==> src/rtl/regfile_shift_unit.sv <==
// regfile_shift_unit
// Datapath slice of the multicycle RV64 core. It holds the 32x64 general
// register file, decodes the 6-bit immediate shift amount from the
// instruction word, and drives a combinational barrel shifter.
//  - The register file has two combinational read ports and one write port.
//    x0 always reads zero. A write lands on the rising clock edge, and there
//    is no read bypass.
//  - The shifter takes rs1 read data and shifts it by Inst[25:20]. It
//    supports SLL, SRL and SRA, and it can also pass the value through.
//  - Reset is asynchronous and clears the whole array. Outputs follow
//    straight away because every read path is combinational.
module regfile_shift_unit #(
    parameter int DATA_W = 64,
    parameter int NREGS  = 32
) (
    input  logic                     clk_i,
    input  logic                     rst_i,
    input  logic                     reg_write_i,
    input  logic [$clog2(NREGS)-1:0] read_reg1_i,
    input  logic [$clog2(NREGS)-1:0] read_reg2_i,
    input  logic [$clog2(NREGS)-1:0] write_reg_i,
    input  logic [DATA_W-1:0]        write_data_i,
    output logic [DATA_W-1:0]        read_data1_o,
    output logic [DATA_W-1:0]        read_data2_o,
    input  logic [31:0]              inst_i,
    input  logic [1:0]               shift_i,
    output logic [5:0]               shift_n_o,
    output logic [DATA_W-1:0]        shift_out_o
);

    localparam int IDX_W = $clog2(NREGS);
    localparam int SH_W  = $clog2(DATA_W);

    // Shift operation encodings
    localparam logic [1:0] SH_SLL  = 2'b00;
    localparam logic [1:0] SH_SRL  = 2'b01;
    localparam logic [1:0] SH_SRA  = 2'b10;
    localparam logic [1:0] SH_PASS = 2'b11;

    // ------------------------------------------------------------------
    // Register file
    // ------------------------------------------------------------------
    // The array uses an asynchronous clear, so it is built from flops and
    // not from block RAM. Entry 0 exists only to keep the indexing simple.
    // It is never written and stays zero.
    logic [DATA_W-1:0] regs_q [NREGS];
    logic [DATA_W-1:0] regs_d [NREGS];
    logic [NREGS-1:0]  wr_sel;

    // x0 is hard-wired to zero, so it never gets a write strobe.
    assign wr_sel[0] = 1'b0;

    genvar gi;
    generate
        for (gi = 1; gi < NREGS; gi++) begin : g_wr_dec
            assign wr_sel[gi] = reg_write_i && (write_reg_i == IDX_W'(gi));
        end
    endgenerate

    // Next-state of the array: hold every entry except the one addressed by rd.
    always_comb begin
        regs_d = regs_q;
        for (int i = 1; i < NREGS; i++) begin
            if (wr_sel[i]) begin
                regs_d[i] = write_data_i;
            end
        end
        regs_d[0] = '0;
    end

    // State update. An asynchronous reset clears all entries and takes
    // priority over a write on the same edge.
    always_ff @(posedge clk_i or posedge rst_i) begin
        if (rst_i) begin
            for (int i = 0; i < NREGS; i++) begin
                regs_q[i] <= '0;
            end
        end else begin
            for (int i = 0; i < NREGS; i++) begin
                regs_q[i] <= regs_d[i];
            end
        end
    end

    // Zero-latency reads. The x0 check is explicit so that x0 reads zero
    // no matter what entry 0 holds. A read of the index being written
    // returns the old value until the edge.
    always_comb begin
        read_data1_o = (read_reg1_i == '0) ? '0 : regs_q[read_reg1_i];
        read_data2_o = (read_reg2_i == '0) ? '0 : regs_q[read_reg2_i];
    end

    // ------------------------------------------------------------------
    // Shift-amount decode
    // ------------------------------------------------------------------
    // RV64 immediate shifts carry a 6-bit shamt in Inst[25:20]. The funct
    // bits and the register fields are not used here.
    logic unused_inst_bits;
    assign shift_n_o        = inst_i[25:20];
    assign unused_inst_bits = ^{inst_i[31:26], inst_i[19:0]};

    // ------------------------------------------------------------------
    // Barrel shifter
    // ------------------------------------------------------------------
    // A single logarithmic right-shifter serves all three shift ops.
    //  - For SLL, the operand is bit-reversed on the way in and again on
    //    the way out.
    //  - The fill bit is the sign bit for SRA and zero for the other ops.
    logic [DATA_W-1:0]            op_a;
    logic [DATA_W-1:0]            op_a_rev;
    logic [DATA_W-1:0]            shr_src;
    logic [DATA_W-1:0]            shr_res_rev;
    logic [SH_W:0][DATA_W-1:0]    shr_stage;
    logic [SH_W-1:0]              shamt;
    logic                         shr_fill;

    assign op_a     = read_data1_o;
    assign shamt    = shift_n_o[SH_W-1:0];
    assign shr_fill = (shift_i == SH_SRA) & op_a[DATA_W-1];
    assign shr_src  = (shift_i == SH_SLL) ? op_a_rev : op_a;

    // Bit-reversal networks on the SLL input and output paths
    generate
        for (gi = 0; gi < DATA_W; gi++) begin : g_rev
            assign op_a_rev[gi]    = op_a[DATA_W-1-gi];
            assign shr_res_rev[gi] = shr_stage[SH_W][DATA_W-1-gi];
        end
    endgenerate

    // Shift stages. Stage gi shifts right by 2**gi when shamt bit gi is set.
    assign shr_stage[0] = shr_src;
    generate
        for (gi = 0; gi < SH_W; gi++) begin : g_stage
            localparam int STEP = 1 << gi;
            assign shr_stage[gi+1] = shamt[gi]
                ? {{STEP{shr_fill}}, shr_stage[gi][DATA_W-1:STEP]}
                : shr_stage[gi];
        end
    endgenerate

    // Select the result for the requested operation.
    always_comb begin
        shift_out_o = op_a;
        case (shift_i)
            SH_SLL:  shift_out_o = shr_res_rev;
            SH_SRL:  shift_out_o = shr_stage[SH_W];
            SH_SRA:  shift_out_o = shr_stage[SH_W];
            SH_PASS: shift_out_o = op_a;
            default: shift_out_o = op_a;
        endcase
    end

endmodule

==> config.mk <==
export PLATFORM = sky130hd
export DESIGN_NAME = regfile_shift_unit
export DESIGN_NICKNAME = d
export VERILOG_FILES = /design/src/rtl/regfile_shift_unit.sv
export SDC_FILE = /design/constraint.sdc
export NUM_CORES = 2
export LEC_CHECK = 0
export BUFFER_PORTS_ARGS = -buffer_cell sky130_fd_sc_hd__buf_2
export CAP_MARGIN = 20
export CORE_MARGIN = 2
export CORE_UTILIZATION = 36
export CTS_CLUSTER_SIZE = 30
export DETAILED_ROUTE_END_ITERATION = 16
export SLEW_MARGIN = 20
export SYNTH_ARGS = -nofsm -noshare
export SYNTH_HDL_FRONTEND = slang
export SYNTH_SLANG_ARGS = --single-unit
export TNS_END_PERCENT = 10
==> constraint.sdc <==
create_clock -name clk_i -period 78 [get_ports clk_i]
set_clock_uncertainty 0.2 [all_clocks]
set_input_delay 0 -clock clk_i [delete_from_list [all_inputs] [get_ports clk_i]]
set_output_delay 0 -clock clk_i [all_outputs]
set_load 0.01 [all_outputs]
==> impl_results.md <==
* Status: completed
* Antenna Nets Post-Route at 0
* Synth Instances at roughly 8300
* Top Ports at approximately 310
* Proportion of layout cells with a drive suffix above 1 at 48.8%
* Required @ worst endpoint at just under 80000 ps
* Post-synth EDFFs at 0
* Post-CTS Resized at 0
* Worst Hold Path EP: regs_q[1267]
* Via count at between 80000 and 90000
* Registers with the most flip-flops: regs_q (1984)
* Peak supply drop at between 0.00002 and 0.00003 V
* HPWL Detailed at just under 300000 um
* CTS root buffer: clkbuf_16
* Vias in the first global route at 83531
* Setup WS pre-CTS at 69110 ps
* Cell Chain, Critical Path: buf_8 > buf_12 > buf_4 > buf_4 > buf_4 > and2_2 > buf_4 > a22oi_1 > a31oi_1 > nand3_1 > a22o_1 > nor2_1 > o221a_2 > nand2_1 > mux4_2 > o211ai_1 > o21ai_0 > buf_2
* Setup ws final at ~69000 ps
* # setup viols final at 0
* FF-to-FF Start: regs_q[1019]
* Crit Path Category: in2out
* Hold depth at 3
* Die area at about 0.33 mm2
* Max stage delay cell, worst path: buf_4
* Register area share after synthesis at a little over two fifths
* Worst setup EP type: output pin
* Clk buf depth at 3
* Primary FF master, synth: dfrtp_1
* RSZ-0062 raised after global routing: no
* Final-layout fill cell count at approximately 29000
* Min Tclk post-route at 9170 ps
* HP Class: in2reg
* Max reg flops at 1984
* CP Max Fanout at 76
* Slew headroom at 11.4%
* Tcrit/Tclk final at a little under an eighth
* Vias per inst at between 6 and 7
* CTS buffer count at roughly 210
* Drt pass-1 iters at 9
* Max Fclk at 109 MHz
* Syn avg cell area at around 14 um2
* R2R depth at 2
* Gpl congestion at approximately 0.96
* Max stage delay on crit path at 870 ps
* Async SR Flop Fraction at 100%
* Final hold vios at 0
* Post-synth cell types at about 120
* R2R Setup Slk at 76480 ps
* Crit path arrival time at roughly 9000 ps
* Sink Count at 1984
* Core box area at 0.319 mm2
* Syn Nets at between 8000 and 9000
* Max-slew violations at 0
* H-Tree Depth at 4
* Max-Cap Viols at 0
* Startpoint types: input pin
* Final WL at roughly 470000 um
* Yosys Warn Count at 0
* IO buf count at between 200 and 300
* Grt ovf at 0
* Die height at approximately 570 um
* Worst-path clk slew at ~60 ps
* Tightest Pin Transition at ~1300 ps
* Mapped Area at between 0.1 and 0.15 mm2
* Chip width at about 570 um
* Synth-to-layout area growth at 11.2%
* Layout Nets at approximately 8400
* DR WL/cell at 37.6 um
* Worst hold slack at ~87 ps
* Iter 0 DRT Violations at about 11000
* Hold Path Origin: write_data_i[51]
* Row Count at around 210
* Post-route setup TNS at 0 ps
* Total Power at around 3200 uW
* CTS tree: yes
* Seq cells post-synth at around 2000
* Antenna violations before repair at 62
* Static Leakage at 0.0550 uW
* PwrDens at about 25 mW/mm2
* FF-to-FF End: regs_q[1019]
* GRT Overall Usage at approximately 29%
* First-pass GRT wire length at about 660000 um
* Clock Latency Late Sink at between 800 and 900 ps
* DRC viols at 0
* Largest reg by FF count: regs_q
* Crit path top cell by count: buf_4
* Post-CTS setup repair buffer count at 0
* Initial Util at a little over a third
* Largest net degree at the start of global routing at between 150 and 200
cells in the mapped netlist (51+ instances only):
cell type | number | area share, %
nor3_1 | 53 | 0.23
nor2_1 | 175 | 0.57
a221oi_1 | 80 | 0.61
buf_2 | 51 | 0.22
buf_6 | 58 | 0.57
mux4_2 | 838 | 16
dfrtp_1 | 1984 | 43
a21oi_1 | 176 | 0.76
a22o_1 | 86 | 0.65
buf_1 | 79 | 0.26
a22oi_1 | 206 | 1.3
nand2_1 | 174 | 0.57
mux2i_1 | 456 | 4.0
o22ai_1 | 72 | 0.39
mux2_2 | 2219 | 22
o21ai_0 | 109 | 0.47
nand3_1 | 72 | 0.31
clkbuf_1 | 619 | 2.0
repair_timing:
action	in CTS	in global routing
endpoints found under the setup margin	0	0
hold endpoints to repair	2209	0
hold buffers	79	0
kinds of logic after synthesis:
group | Yosys count | synth area share (%)
mux | 3530 | 42.3
flops | 1984 | 43.0
compound gates | 1189 | 7.69
buf+inv | 933 | 4.05
simple gates | 663 | 2.87
fa+ha+maj | 3 | 0.0325
metrics by stage:
stage	cell area [um2]	util, %	instances
finish	128000	40.3	12631
CTS	128000	40.2	12595
detailed placement	120000	37.7	12130
global route	128000	40.3	12603
global placement	120000	37.7	12128
floorplan	115000	-	8302
where the power goes:
| group | switching (uW) | leakage (uW) | internal [uW] | total [uW] |
|---|---|---|---|---|
| clock | 438 | 0.00355 | 609 | 1050 |
| sequential | 153 | 0.0254 | 1230 | 1390 |
| combinational | 396 | 0.0261 | 421 | 816 |
critical path, delay by kind of cell:
kind                   cells  cell delay (ps)
buffers and inverters      7             3790
muxes                      1              580
and+or+nand+nor            4             1740
AOI/OAI and AO/OA          6             2420
how the worst max path moves through the flow:
stage,endpoint,cells past startpoint,slack [ps],from
after floorplan,regs_q[0],1,21760,rst_i
after global placement,shift_out_o[27],17,68930,read_reg1_i[1]
after detailed placement,shift_out_o[1],18,69110,read_reg1_i[1]
after CTS,shift_out_o[1],18,69160,read_reg1_i[1]
after global routing,shift_out_o[58],18,68780,read_reg1_i[1]
final,shift_out_o[1],18,68830,read_reg1_i[1]
layout make-up:
cell class | instances | area [um2] | share of cell area (%)
timing repair buffer | 625 | 4450 | 3.47
tap | 4180 | 5230 | 4.08
sequential | 1984 | 49600 | 38.7
antenna | 33 | 82.6 | 0.0644
multi-input combinational | 5385 | 61600 | 48.0
clock buffer | 326 | 6450 | 5.03
inverter | 38 | 151 | 0.118
clock inverter | 60 | 711 | 0.554
per-layer routing:
metal / vias up / wire (um) / GRT usage [%]
met5: - / 187 / 0
met4: 30 / 27100 / 14.5
met3: 1204 / 50200 / 7.66
met2: 5229 / 211000 / 43.1
met1: 45361 / 185000 / 37.5
li1: 32409 / - / -
cell usage in the layout, fill, tap and decap left out, drive strengths merged, types with 17 or more instances in the layout:
master and instances:
nor3 56, a21oi 178, o22ai 72, o211ai 43, a221o 50, a211o 17
and2 26, diode 33, nand2 174, a32oi 19, clkinv 43, nor2 177
a22oi 210, a31oi 33, o21ai 116, mux4 854, mux2 2219, or2 17
clkbuf 327, inv 39, o21a 25, a211oi 56, dlygate4sd3 78, o221ai 24
buf 546, mux2i 457, a221oi 85, a21o 20, nand2b 30, nand3 72
a22o 86, dfrtp 1984, nor2b 19
Power figures use the tool's default switching activity.
